File: src/rtl/dma_dev_pkg.sv
// Shared types for the DMA device port: FSM encoding, completion status codes
// and parameter defaults.
package dma_dev_pkg;

  localparam int ADD_LEN_DEF     = 16;
  localparam int DATA_LEN_DEF    = 16;
  localparam int RXBUF_AW_DEF    = 2;
  localparam int TIMEOUT_CYC_DEF = 255;

  typedef enum logic [2:0] {
    S_IDLE    = 3'd0,
    S_REQ     = 3'd1,
    S_XFER_RD = 3'd2,
    S_XFER_WR = 3'd3,
    S_DONE    = 3'd4,
    S_ERR     = 3'd5
  } state_t;

  typedef logic [1:0] status_t;

  localparam status_t ST_OK       = 2'b00;
  localparam status_t ST_MISMATCH = 2'b01;
  localparam status_t ST_TIMEOUT  = 2'b10;

endpackage

File: src/rtl/dma_dev_rxbuf.sv
// Receive-side FIFO for the DMA device port: 2^RXBUF_AW entries, first-word
// fall-through read port, free-entry count for early back-pressure.
module dma_dev_rxbuf #(
  parameter int DATA_LEN = 16,
  parameter int RXBUF_AW = 2
) (
  input  logic                clk,
  input  logic                reset,
  input  logic                push,
  input  logic [DATA_LEN-1:0] push_data,
  input  logic                pop,
  output logic [DATA_LEN-1:0] pop_data,
  output logic                full,
  output logic                empty,
  output logic [RXBUF_AW:0]   free
);

  localparam int DEPTH = 1 << RXBUF_AW;
  localparam logic [RXBUF_AW:0] DEPTH_P = (RXBUF_AW+1)'(DEPTH);
  localparam logic [RXBUF_AW:0] ONE_P   = (RXBUF_AW+1)'(1);

  logic [DATA_LEN-1:0] mem [DEPTH];
  logic [RXBUF_AW:0]   wr_ptr;
  logic [RXBUF_AW:0]   rd_ptr;
  logic [RXBUF_AW:0]   used;
  logic                do_push;
  logic                do_pop;

  // Pointers carry one extra wrap bit so full and empty are distinguishable.
  assign used     = wr_ptr - rd_ptr;
  assign full     = (used == DEPTH_P);
  assign empty    = (used == '0);
  assign free     = DEPTH_P - used;
  assign do_push  = push & ~full;
  assign do_pop   = pop & ~empty;
  assign pop_data = mem[rd_ptr[RXBUF_AW-1:0]];

  always_ff @(posedge clk or posedge reset) begin
    if (reset) begin
      wr_ptr <= '0;
      rd_ptr <= '0;
    end else begin
      if (do_push) wr_ptr <= wr_ptr + ONE_P;
      if (do_pop)  rd_ptr <= rd_ptr + ONE_P;
    end
  end

  always_ff @(posedge clk) begin
    if (do_push) mem[wr_ptr[RXBUF_AW-1:0]] <= push_data;
  end

endmodule

File: src/rtl/dma_dev_port.sv
// Device-side port of the DMA controller: command handshake, request issue,
// word streaming in both directions. Optional idle watchdog: DMA_DEV_TIMEOUT_EN.
module dma_dev_port
  import dma_dev_pkg::*;
#(
  parameter int ADD_LEN     = ADD_LEN_DEF,
  parameter int DATA_LEN    = DATA_LEN_DEF,
  parameter int RXBUF_AW    = RXBUF_AW_DEF,
  parameter int TIMEOUT_CYC = TIMEOUT_CYC_DEF
) (
  input  logic                clk,
  input  logic                reset,
  input  logic                cmd_valid,
  output logic                cmd_ready,
  input  logic                cmd_rd_wr,
  input  logic [ADD_LEN-1:0]  cmd_num_words,
  input  logic [ADD_LEN:0]    cmd_addr,
  output logic                dma_rqst,
  output logic                dma_rd_wr,
  output logic [ADD_LEN-1:0]  dma_num_words,
  output logic [ADD_LEN:0]    dma_start_addr,
  output logic                dma_dev_ack,
  output logic [DATA_LEN-1:0] dma_wdata,
  input  logic [DATA_LEN-1:0] dma_rdata,
  input  logic                dma_ack_i,
  input  logic                dma_end,
  input  logic                tx_valid,
  input  logic [DATA_LEN-1:0] tx_data,
  output logic                tx_ready,
  output logic                rx_valid,
  output logic [DATA_LEN-1:0] rx_data,
  input  logic                rx_ready,
  output logic                done,
  output logic [1:0]          status
);

  localparam logic [RXBUF_AW:0] FREE_MIN = (RXBUF_AW+1)'(2);

  function automatic logic [ADD_LEN-1:0] sat_inc(input logic [ADD_LEN-1:0] v);
    return (&v) ? v : v + ADD_LEN'(1);
  endfunction

  state_t             state;
  logic [ADD_LEN-1:0] cnt;
  logic [ADD_LEN-1:0] cnt_nxt;
  logic               ovr;
  logic               ovr_now;
  logic               in_rd;
  logic               in_wr;
  logic               below;
  logic               rx_push;
  logic               word_acc;
  logic               rx_full;
  logic               rx_empty;
  logic [RXBUF_AW:0]  rx_free;

  assign in_rd    = (state == S_XFER_RD);
  assign in_wr    = (state == S_XFER_WR);
  assign below    = (cnt < dma_num_words);
  assign tx_ready = in_wr & dma_ack_i & dma_dev_ack;
  assign rx_push  = in_rd & dma_ack_i & below & ~rx_full;
  assign word_acc = rx_push | tx_ready;
  // An ack beyond the programmed count carries no data but taints the status.
  assign ovr_now  = (in_rd | in_wr) & dma_ack_i & ~below;
  assign cnt_nxt  = word_acc ? sat_inc(cnt) : cnt;
  assign dma_wdata = in_wr ? tx_data : '0;
  assign rx_valid = ~rx_empty;

  // Read side keeps one spare slot: the controller may land one more word
  // after dma_dev_ack drops.
  always_comb begin
    dma_dev_ack = 1'b0;
    case (state)
      S_XFER_RD: dma_dev_ack = (rx_free >= FREE_MIN);
      S_XFER_WR: dma_dev_ack = tx_valid & below;
      default:   dma_dev_ack = 1'b0;
    endcase
  end

`ifdef DMA_DEV_TIMEOUT_EN
  localparam int TO_W = $clog2(TIMEOUT_CYC + 1);
  logic [TO_W-1:0] to_cnt;
  logic            to_hit;

  always_ff @(posedge clk or posedge reset) begin
    if (reset)                                     to_cnt <= '0;
    else if (!(in_rd | in_wr) || dma_ack_i || dma_end) to_cnt <= '0;
    else                                           to_cnt <= to_cnt + TO_W'(1);
  end

  assign to_hit = (in_rd | in_wr) & ~dma_ack_i & ~dma_end &
                  (to_cnt == TO_W'(TIMEOUT_CYC - 1));
`else
  logic [31:0] timeout_unused;
  assign timeout_unused = 32'(TIMEOUT_CYC);
`endif

  always_ff @(posedge clk or posedge reset) begin
    if (reset) begin
      state          <= S_IDLE;
      cmd_ready      <= 1'b1;
      dma_rqst       <= 1'b0;
      done           <= 1'b0;
      status         <= ST_OK;
      dma_rd_wr      <= 1'b0;
      dma_num_words  <= '0;
      dma_start_addr <= '0;
      cnt            <= '0;
      ovr            <= 1'b0;
    end else begin
      case (state)
        S_IDLE: if (cmd_valid) begin
          dma_rd_wr      <= cmd_rd_wr;
          dma_num_words  <= cmd_num_words;
          dma_start_addr <= cmd_addr;
          cnt            <= '0;
          ovr            <= 1'b0;
          cmd_ready      <= 1'b0;
          dma_rqst       <= 1'b1;
          state          <= S_REQ;
        end
        S_REQ: begin
          dma_rqst <= 1'b0;
          state    <= dma_rd_wr ? S_XFER_RD : S_XFER_WR;
        end
        S_XFER_RD, S_XFER_WR: begin
          cnt <= cnt_nxt;
          ovr <= ovr | ovr_now;
          if (dma_end) begin
            done   <= 1'b1;
            status <= ((cnt_nxt != dma_num_words) || ovr || ovr_now) ? ST_MISMATCH : ST_OK;
            state  <= S_DONE;
          end
`ifdef DMA_DEV_TIMEOUT_EN
          else if (to_hit) begin
            done   <= 1'b1;
            status <= ST_TIMEOUT;
            state  <= S_ERR;
          end
`endif
        end
        S_DONE, S_ERR: begin
          done      <= 1'b0;
          cmd_ready <= 1'b1;
          state     <= S_IDLE;
        end
        default: state <= S_IDLE;
      endcase
    end
  end

  dma_dev_rxbuf #(
    .DATA_LEN (DATA_LEN),
    .RXBUF_AW (RXBUF_AW)
  ) u_rxbuf (
    .clk       (clk),
    .reset     (reset),
    .push      (rx_push),
    .push_data (dma_rdata),
    .pop       (rx_ready),
    .pop_data  (rx_data),
    .full      (rx_full),
    .empty     (rx_empty),
    .free      (rx_free)
  );

endmodule

File: config.mk
export PLATFORM = sky130hd
export DESIGN_NAME = dma_dev_port
export DESIGN_NICKNAME = d
export VERILOG_FILES = /design/src/rtl/dma_dev_pkg.sv /design/src/rtl/dma_dev_rxbuf.sv /design/src/rtl/dma_dev_port.sv
export SDC_FILE = /design/constraint.sdc
export NUM_CORES = 1
export LEC_CHECK = 0
export CAP_MARGIN = 20
export CELL_PAD_IN_SITES_DETAIL_PLACEMENT = 1
export CELL_PAD_IN_SITES_GLOBAL_PLACEMENT = 2
export CORE_UTILIZATION = 36
export CTS_BUF_LIST = sky130_fd_sc_hd__clkbuf_4
export CTS_CLUSTER_SIZE = 28
export DETAILED_ROUTE_END_ITERATION = 10
export PLACE_DENSITY_LB_ADDON = 0.1
export RECOVER_POWER = 25
export SYNTH_ARGS = -nofsm -noshare
export SYNTH_HDL_FRONTEND = slang
export SYNTH_SLANG_ARGS = --single-unit
File: constraint.sdc
create_clock -name clk -period 6.6 [get_ports clk]
set_input_delay 1.32 -clock clk [delete_from_list [all_inputs] [get_ports clk]]
set_output_delay 1.32 -clock clk [all_outputs]
set_load 0.01 [all_outputs]
Word level (Yosys, flattened, before mapping)
Memories as Yosys holds them, arrays and structs flattened.
Cells that the tools add are included.
{"block": "word_totals", "mem_count": 1, "regBits": 65, "input_bits": 73, "ramBits": 64, "wordCells": 83, "out_inout_bits": 74}
{"memory": "u_rxbuf.mem", "words": 4, "width": 16, "rd": 1, "rd_ports_with_merged_regs": 0, "write_ports": 1, "line_no": "dma_dev_rxbuf.sv:22", "source": "logic [DATA_LEN-1:0] mem [DEPTH];"}
{"block": "classes", "addsub": 5, "muxes": 20, "magnitude_cmp": 2, "bitwise": 16, "n_reduce_logical": 18, "eq_ne": 9}
{"op": "$mux W16", "count": 4}
{"op": "$pmux W16 S2", "count": 1}
{"op": "$add A16 B1 Y16 const B", "count": 1}
{"op": "$lt A16 B16 Y1", "count": 1}
{"op": "$ne A16 B16 Y1", "count": 1}
{"op": "$reduce_and A16 Y1", "count": 1}
{"op": "$reduce_and A2 Y1", "count": 7}
{"op": "$and A1 B1 Y1", "count": 10}
{"op": "$pmux W1 S2", "count": 5}
{"op": "$eq A3 B3 Y1 const B", "count": 3}
{"op": "$pmux W3 S3", "count": 1}
{"op": "$reduce_bool A2 Y1", "count": 4}
{"op": "$mux W1", "count": 7}
{"op": "$add A3 B1 Y3 const B", "count": 2}
{"op": "$eq A3 B2 Y1 const B", "count": 2}
{"op": "$logic_not A3 Y1", "count": 2}
{"op": "$mux W3", "count": 2}
{"op": "$ne A2 B2 Y1 const B", "count": 2}
{"op": "$reduce_or A2 Y1", "count": 2}
{"op": "$eq A3 B1 Y1 const B", "count": 1}
{"op": "$ge A3 B2 Y1 const B", "count": 1}
{"op": "$not A1 Y1", "count": 3}
{"op": "$or A1 B1 Y1", "count": 3}
{"op": "$sub A3 B3 Y3", "count": 1}
{"op": "other kinds (2)", "count": 3}

Logic depth before layout (Yosys ltp)
Gate-level depths: netlist of the first run.
{"block": "logic_depth", "ltp_word": 11, "mapped_depth": 15, "mapped_depth_nobuf": 14}

Hierarchy
Synthesis of the first run repeated with hierarchy kept, for this count alone.
{"block": "hier_totals", "cells_unflattened": 556, "area_unflattened_um2": 6436.2}
{"mod": "dma_dev_port", "n_inst": 1, "area_each_um2": 3654.8, "cells_per_inst": 435, "seq_area_each_um2": 1452.6}
{"mod": "dma_dev_rxbuf", "n_inst": 1, "area_each_um2": 2781.4, "cells_per_inst": 121, "seq_area_each_um2": 2072.0}

Worst setup path after synthesis of the first run
No wires, ideal clock.
{"block": "synth_timing", "kind": "register to register", "startpoint": "reg u_rxbuf.wr_ptr[0]", "endpoint": "reg status[0]", "required_ns": 6.465, "path_buffers": 1, "stages_incl_launch_ff": 15, "path_slack_ns": 3.078, "arrival_time_ns": 3.387, "setup_ns": 0.135, "period_less_slack_ns": 3.522, "path_cell_list": "dfrtp_1 -> inv_1 -> ha_1 -> fa_1 -> ha_1 -> ha_1 -> nor2_1 -> o21bai_1 -> a211o_1 -> or4_4 -> buf_4 -> o211ai_1 -> nand4_1 -> a2111oi_1 -> a31oi_1"}
{"block": "synth_via", "elab_chain_cells": 11, "word_cells_on_any_way": 14, "cone_classes": "2 x add/sub; 1 x order compare; 2 x eq/ne; 3 x mux; 4 x bitwise; 2 x reduce/logical"}
{"item": "from (decl)", "line_no": "dma_dev_rxbuf.sv:23", "source": "logic [RXBUF_AW:0] wr_ptr;"}
{"item": "from (signal assigned)", "line_no": "dma_dev_rxbuf.sv:43", "source": "if (do_push) wr_ptr <= wr_ptr + ONE_P;"}
{"item": "$sub A3 B3 Y3 *", "line_no": "dma_dev_rxbuf.sv:30", "source": "assign used = wr_ptr - rd_ptr;"}
{"item": "$sub A3 B3 Y3", "line_no": "dma_dev_rxbuf.sv:33", "source": "assign free = DEPTH_P - used;"}
{"item": "$ge A3 B2 Y1", "line_no": "dma_dev_port.sv:74", "source": "S_XFER_RD: dma_dev_ack = (rx_free >= FREE_MIN);"}
{"item": "$pmux W1 S2", "line_no": "dma_dev_port.sv:73", "source": "case (state)"}
{"item": "$and A1 B1 Y1", "line_no": "dma_dev_port.sv:60", "source": "assign tx_ready = in_wr & dma_ack_i & dma_dev_ack;"}
{"item": "$or A1 B1 Y1 *", "line_no": "dma_dev_port.sv:62", "source": "assign word_acc = rx_push | tx_ready;"}
{"item": "$mux W16 *", "line_no": "dma_dev_port.sv:65", "source": "assign cnt_nxt = word_acc ? sat_inc(cnt) : cnt;"}
{"item": "$ne A16 B16 Y1 *", "line_no": "dma_dev_port.sv:131", "source": "status <= ((cnt_nxt != dma_num_words) || ovr || ovr_now) ? ST_MISMATCH : ST_OK;"}
{"item": "$logic_or A1 B1 Y1 * (2 in a row)", "line_no": "dma_dev_port.sv:131"}
{"item": "$mux W1 *", "line_no": "dma_dev_port.sv:131"}
{"item": "to (signal assigned)", "line_no": "dma_dev_port.sv:131"}
{"item": "to (decl)", "line_no": "dma_dev_port.sv:34", "source": "output logic [1:0] status"}
Mark *: on every way between the ends. The rest lies on a longest branch, timed or not.
A chain may end at the register's enable or synchronous reset.

Final worst setup path of the first run
{"block": "layout_timing", "startpoint": "reg u_rxbuf.rd_ptr[1]", "endpoint": "out dma_dev_ack"}
{"block": "layout_via", "elab_chain_cells": 4}
{"item": "from (decl)", "line_no": "dma_dev_rxbuf.sv:24", "source": "logic [RXBUF_AW:0] rd_ptr;"}
{"item": "from (signal assigned)", "line_no": "dma_dev_rxbuf.sv:44", "source": "if (do_pop) rd_ptr <= rd_ptr + ONE_P;"}
{"item": "$sub A3 B3 Y3", "line_no": "dma_dev_rxbuf.sv:30"}
{"item": "$sub A3 B3 Y3", "line_no": "dma_dev_rxbuf.sv:33"}
{"item": "$ge A3 B2 Y1", "line_no": "dma_dev_port.sv:74"}
{"item": "$pmux W1 S2", "line_no": "dma_dev_port.sv:73"}
{"item": "to (decl)", "line_no": "dma_dev_port.sv:22", "source": "output logic dma_dev_ack,"}
Every way passes these cells.

==> results of run 1 <==
-- area by class of cell --
| class | instances | area, um2 | area share (%) |
|---|---|---|---|
| antenna | 1 | 2.50 | 0.0304 |
| clock buffer | 18 | 135 | 1.64 |
| clock inverter | 14 | 168 | 2.04 |
| inverter | 25 | 93.8 | 1.14 |
| multi-input combinational | 366 | 2540 | 30.9 |
| sequential | 128 | 3520 | 42.8 |
| tap | 220 | 275 | 3.34 |
| timing repair buffer | 151 | 1490 | 18.1 |
-- flip-flops by register name, indices dropped and copies added (netlist names) --
name / cells
u_rxbuf.wr_ptr: 3
u_rxbuf.rd_ptr: 3
dma_rqst: 1
status: 1
state: 3
dma_start_addr: 17
done: 1
cnt: 16
dma_rd_wr: 1
cmd_ready: 1
ovr: 1
u_rxbuf.mem: 64
dma_num_words: 16
-- worst reg2reg max path: stages (launching register included) --
cell and delay, ps:
dfrtp_1 950, fa_1 570, ha_1 230, ha_1 220
nor2_1 130, o21bai_1 170, a211o_1 340, or4_4 620
nor3b_1 320, o22ai_1 120, a2111oi_1 320, a31oi_1 130
-- power by group --
group / internal [mW] / total, mW / leakage (nW) / switching (mW)
Sequential: 1.03 / 1.20 / 1.38 / 0.177
Combinational: 0.732 / 1.45 / 1.70 / 0.717
Clock: 0.266 / 0.580 / 0.160 / 0.314
Total: 2.02 / 3.23 / 3.25 / 1.21
-- Yosys cell counts (3+ instances only) --
| cell | n | area (um2) |
|---|---|---|
| a211oi_1 | 4 | 30.0 |
| a21oi_1 | 16 | 80.1 |
| a31oi_1 | 5 | 31.3 |
| and2_1 | 8 | 50.1 |
| and3_1 | 19 | 119 |
| and4_1 | 4 | 35.0 |
| buf_2 | 4 | 20.0 |
| buf_4 | 4 | 30.0 |
| clkbuf_1 | 19 | 71.3 |
| dfrtp_1 | 63 | 1580 |
| edfxtp_1 | 64 | 1920 |
| ha_1 | 26 | 325 |
| inv_1 | 25 | 93.8 |
| mux2i_1 | 4 | 40.0 |
| mux4_2 | 16 | 360 |
| nand2_1 | 96 | 360 |
| nand2b_1 | 3 | 18.8 |
| nand3_1 | 20 | 100 |
| nand4_1 | 8 | 50.1 |
| nor2_1 | 27 | 101 |
| nor3b_1 | 3 | 22.5 |
| nor4_1 | 5 | 31.3 |
| o211ai_1 | 5 | 37.5 |
| o21ai_0 | 34 | 170 |
| o22ai_1 | 5 | 31.3 |
| xnor2_1 | 9 | 78.8 |
| xor2_1 | 11 | 96.3 |
-- cell families after synthesis --
group / share of synthesized area, %
simple gates: 15.9
fa+ha+maj: 5.50
other cells: 0.0598
xor+xnor: 2.79
mux: 6.92
flops: 56.2
buf+inv: 3.55
compound gates: 9.05
-- metal layers --
metal	track usage, %	vias up	routed length (um)
met1	24.3	2349	7370
met2	32.8	111	8540
met5	0	-	0
met4	7.62	0	291
met3	4.01	28	642
li1	-	2272	-
-- cells in the final DEF, fill, tap and decap left out, types with 5 or more instances in the layout --
cell type,Yosys,routed
xnor2_1,9,9
o21ai_0,34,34
a31oi_1,5,5
o211ai_1,5,5
nand3_1,20,20
inv_1,25,24
buf_4,4,5
clkdlybuf4s50_1,0,126
o22ai_1,5,5
dlygate4sd3_1,0,19
nor2_1,27,26
and3_1,19,19
edfxtp_1,64,64
dfrtp_1,63,63
clkbuf_4,0,18
xor2_1,11,11
nand2_1,96,96
mux4_2,16,16
a21oi_1,16,16
and2_1,8,7
nand4_1,8,8
ha_1,26,26
-- stage by stage --
stage	total power, mW	area (um2)	std cells
floorplan	2.00	6270	548
global placement	2.64	7920	889
detailed placement	2.69	7930	890
CTS	3.29	8230	922
global route	3.46	8230	923
finish	3.23	8230	923
-- worst max-delay path by stage --
stage / depth (start not counted) / slack, ps / end
2_1_floorplan: 14 / 3080 / status[0]$_DFFE_PP0P_
3_3_place_gp: 6 / 2350 / dma_dev_ack
3_5_place_dp: 6 / 2280 / dma_dev_ack
4_1_cts: 6 / 1640 / dma_dev_ack
5_1_grt: 3 / 1020 / ovr$_DFFE_PP0P_
6_report: 6 / 1760 / dma_dev_ack
==> flow_metrics.py, run 1 <==
metrics = {
    "status": {
        "status": "finished with violations",
        "violations": "max-capacitance violations, max-slew violations",
    },
    "floorplanning": {
        "die_x_um": 134,
        "die_area_um2": 18000,
        "rows": 47,
        "die_y_um": 134,
        "ios": 147,
        "start_util_pct": 37.3,
        "core-area_um2": 16800,
    },
    "sta": {
        "fmaxAchievable_mhz": 207,
        "fin_crit_sh_pct": 73.4,
        "worst_slew_pin_slew_ps": 3800,
        "slew-limit-headroom_pct": -153,
        "setup-violations-final": 0,
        "min_period_ps": 4840,
        "finalSetupTns_ps": 0,
        "holdWs_ps": 490,
        "setup_slack_ps": 1760,
        "finalMaxSlewViolations": 65,
        "finClkSkew_ps": 27.1,
        "hold_viol_final": 0,
        "grt_setup_unrepaired": "false",
    },
    "setup_path": {
        "worstPathMaxFanout": 19,
        "critPathMaxStageDelay_ps": 950,
        "slowest_stage": "dfrtp_1",
        "worst-r2r-setup-slack_ps": 2360,
        "cp.required_ps": 5280,
        "critPathKind": "register to primary output",
        "path_common_cell": "ha_1",
        "path_buf_inv": 1,
        "rr_worst_depth": 11,
        "crit_path_end_kind": "primary output",
        "start_kind": "register",
        "timing.rr.start": "u_rxbuf.rd_ptr[1]$_DFFE_PP0P_",
        "arrival_ps": 3520,
        "rr_endpoint": "status[0]$_DFFE_PP0P_",
        "startpoint": "u_rxbuf.rd_ptr[1]$_DFFE_PP0P_",
        "critPathTopFamily": "adder cells",
        "crit_chain": "fa_1 > ha_1 > ha_1 > o41ai_1 > a21oi_1 > clkdlybuf4s50_1",
    },
    "pwr": {
        "p_leak_nw": 3.25,
        "p_per_area_nw_per_um2": 393,
        "irDropWorstVdd_mv": 0.158,
    },
    "layout": {
        "final_core_util_pct": 48.9,
        "area_growth_pct": 31.2,
        "num-fill-cells": 1819,
        "drive_gt1_share_pct": 9.26,
        "layout.nets": 789,
    },
    "clock_network": {
        "clkTransAtPathRegs_ps": 120,
        "clock_latency_ps": 550,
        "cts_setup_buffers": 0,
        "clockBufferDepth": 2,
        "ctsRootBufferMaster": "clkbuf_4",
        "cts_made_buffers": 17,
        "htreeDepth": 4,
        "ctsResizeCount": 0,
        "hold_buffers": 0,
        "cts_tree": "built",
        "cts.sinks": 128,
    },
    "yosys": {
        "synth_edf_count": 64,
        "synthArstFlopShare_pct": 50.0,
        "syn_nets": 648,
        "synth_seq_cells": 128,
        "syn-cell-area_um2": 6270,
        "synth-main-ff-cell": "edfxtp_1",
        "ys_types": 60,
        "syn_avg_cell_area_um2": 11.4,
        "ys_seq_area_share_pct": 56.2,
        "synthCells": 548,
        "ys_warn_count": 0,
    },
    "routing": {
        "totalWireLength_um": 16800,
        "firstDrtPassIters": 4,
        "num_vias": 4760,
        "drcViolationCount": 0,
        "ant_nets": 0,
        "drtIter0Drc": 179,
        "wl_per_cell_um": 18.3,
        "avgViaCountPerCell": 5.16,
    },
    "placed_design": {
        "place_hpwl_um": 12000,
        "gp_congestion": 0.783,
        "preCtsSetupSlack_ps": 2280,
        "port_buffers": 145,
    },
    "worst_hold_path": {
        "hold_class": "register to register",
        "hold_end": "dma_start_addr[1]$_DFFE_PP0P_",
        "min_from": "dma_start_addr[1]$_DFFE_PP0P_",
        "min_path_cells": 2,
    },
    "grt": {
        "grt_first_pass_wirelength_um": 26500,
        "grt_pass1_vias": 4960,
        "grtUsageTotal_pct": 19.4,
        "grt-ovfl-total": 0,
        "antenna_found_initial": 1,
        "grt_max_degree": 65,
    },
    "run": {
        "drv_cap": 1,
    },
}
Note: power is estimated with default switching activity, not from simulation.
==> run 2, diff against run 1 <==
--- a/config.mk
+++ b/config.mk
@@ -8,7 +8,7 @@
 export CAP_MARGIN = 20
 export CELL_PAD_IN_SITES_DETAIL_PLACEMENT = 1
 export CELL_PAD_IN_SITES_GLOBAL_PLACEMENT = 2
-export CORE_UTILIZATION = 36
+export CORE_UTILIZATION = 33
 export CTS_BUF_LIST = sky130_fd_sc_hd__clkbuf_4
 export CTS_CLUSTER_SIZE = 28
 export DETAILED_ROUTE_END_ITERATION = 10
==> constraint.sdc (replaced) <==
create_clock -name clk -period 4.5 [get_ports clk]
set_input_delay 0.9 -clock clk [delete_from_list [all_inputs] [get_ports clk]]
set_output_delay 0.9 -clock clk [all_outputs]
set_load 0.01 [all_outputs]
==> flow_metrics.py, run 2 (synthesis results as in run 1) <==
metrics = {
    "status": {
        "status": "finished with violations",
        "violations": "max-capacitance violations",
    },
    "routing": {
        "avgViaCountPerCell": 5.04,
        "totalWireLength_um": 16900,
        "ant_nets": 0,
        "drtIter0Drc": 144,
        "wl_per_cell_um": 18.1,
        "firstDrtPassIters": 4,
        "drcViolationCount": 0,
        "num_vias": 4719,
    },
    "floorplanning": {
        "rows": 50,
        "die_x_um": 140,
        "die_y_um": 140,
        "die_area_um2": 19600,
        "core-area_um2": 18600,
        "start_util_pct": 33.7,
        "ios": 147,
    },
    "setup_path": {
        "startpoint": "dma_num_words[1]$_DFFE_PP0P_",
        "rr_endpoint": "status[0]$_DFFE_PP0P_",
        "critPathMaxStageDelay_ps": 590,
        "arrival_ps": 3320,
        "timing.rr.start": "u_rxbuf.wr_ptr[0]$_DFFE_PP0P_",
        "start_kind": "register",
        "cp-endpoint": "tx_ready",
        "worst-r2r-setup-slack_ps": 570,
        "crit_path_end_kind": "primary output",
        "cp.required_ps": 3600,
        "slowest_stage": "a2111oi_2",
        "critPathKind": "register to primary output",
        "crit_chain": "inv_1 > ha_1 > a2111oi_2 > nor4b_4 > nor3b_2 > nand2_1 > nor3_1 > clkdlybuf4s50_1",
        "rr_worst_depth": 13,
        "worstPathMaxFanout": 8,
    },
    "sta": {
        "hold_viol_final": 0,
        "slew-limit-headroom_pct": 0.534,
        "fmaxAchievable_mhz": 237,
        "finClkSkew_ps": 37.3,
        "setup-violations-final": 0,
        "min_period_ps": 4220,
        "setup_slack_ps": 278,
        "grt_setup_unrepaired": "false",
        "finalMaxSlewViolations": 0,
        "finalSetupTns_ps": 0,
        "fin_crit_sh_pct": 93.8,
        "worst_slew_pin_slew_ps": 1490,
    },
    "grt": {
        "grt_max_degree": 36,
        "grt-ovfl-total": 0,
        "grtUsageTotal_pct": 18.4,
        "grt_first_pass_wirelength_um": 27800,
        "antenna_found_initial": 1,
        "grt_pass1_vias": 5116,
    },
    "layout": {
        "largest_reg_flops": 64,
        "layout_commonest_cell": "clkdlybuf4s50_1",
        "layout.nets": 789,
        "drive_gt1_share_pct": 9.69,
        "num-fill-cells": 2008,
        "final_cell_mix": "126 x clkdlybuf4s50_1, 96 x nand2_1, 64 x edfxtp_1",
        "area_growth_pct": 32.0,
    },
    "clock_network": {
        "cts_tree": "built",
        "clock_latency_ps": 550,
        "cts_made_buffers": 17,
        "ctsRootBufferMaster": "clkbuf_4",
        "clkTransAtPathRegs_ps": 140,
        "htreeDepth": 4,
        "clockBufferDepth": 2,
        "cts_setup_buffers": 0,
        "cts.sinks": 128,
    },
    "worst_hold_path": {
        "min_from": "dma_start_addr[12]$_DFFE_PP0P_",
        "hold_class": "register to register",
    },
    "placed_design": {
        "place_hpwl_um": 12100,
        "preCtsSetupSlack_ps": 605,
        "port_buffers": 145,
        "gp_congestion": 0.776,
    },
    "pwr": {
        "p_per_area_nw_per_um2": 579,
        "irDropWorstVdd_mv": 0.224,
        "p_leak_nw": 3.27,
    },
    "run": {
        "drv_cap": 1,
    },
}
[run 2: how the worst min path moves through the flow]
stage	depth (start not counted)	slack, ps	endpoint
6_report	2	490	dma_start_addr[12]$_DFFE_PP0P_
5_1_grt	2	520	dma_start_addr[11]$_DFFE_PP0P_
4_1_cts	2	500	dma_start_addr[12]$_DFFE_PP0P_
3_5_place_dp	2	460	dma_start_addr[12]$_DFFE_PP0P_
3_3_place_gp	2	460	dma_start_addr[16]$_DFFE_PP0P_
2_1_floorplan	1	460	u_rxbuf.wr_ptr[2]$_DFFE_PP0P_
[run 2: cell type report]
cell class	instances	area (um2)	share of cell area, %
sequential	128	3520	42.6
multi-input combinational	366	2550	30.8
timing repair buffer	151	1500	18.1
tap	234	293	3.54
clock inverter	14	180	2.18
clock buffer	18	135	1.63
inverter	25	93.8	1.13
antenna	1	2.50	0.0302
[run 2: routing by layer]
layer	part of all wire [%]	up-vias	GRT usage (%)
li1	-	2275	-
met1	45	2329	22.8
met2	50	94	32.1
met3	3.1	21	3.17
met4	1.7	0	6.94
met5	0	-	0
[run 2: worst max-delay path: cells and delay by family, from the launching register on]
family | cells | cell delay (ps)
and+or+nand+nor | 4 | 730
buffers and inverters | 2 | 670
AOI/OAI and AO/OA | 1 | 590
DFF | 1 | 460
adders and majority gates | 1 | 310
[run 2: stage by stage]
| step | std cells | instance area (um2) | utilization, % | power (mW) | hold slack, ps |
|---|---|---|---|---|---|
| floorplan | 548 | 6270 | - | 2.93 | 462 |
| detailed placement | 904 | 7950 | 42.6 | 3.97 | 464 |
| CTS | 936 | 8260 | 44.3 | 4.89 | 499 |
| finish | 937 | 8280 | 44.4 | 4.79 | 493 |
| global route | 937 | 8280 | 44.4 | 5.16 | 521 |
| global placement | 904 | 7950 | 42.6 | 3.91 | 459 |
[run 2: power breakdown]
group	switching, mW	internal [mW]
sequential	0.227	1.50
clock	0.491	0.400
combinational	1.09	1.08
total	1.81	2.98
[run 2: timing repair]
item | 4_1_cts | 5_1_grt
endpoints found under the setup margin | 0 | 2
gates resized for setup | 0 | 2
hold buffers | 0 | 0
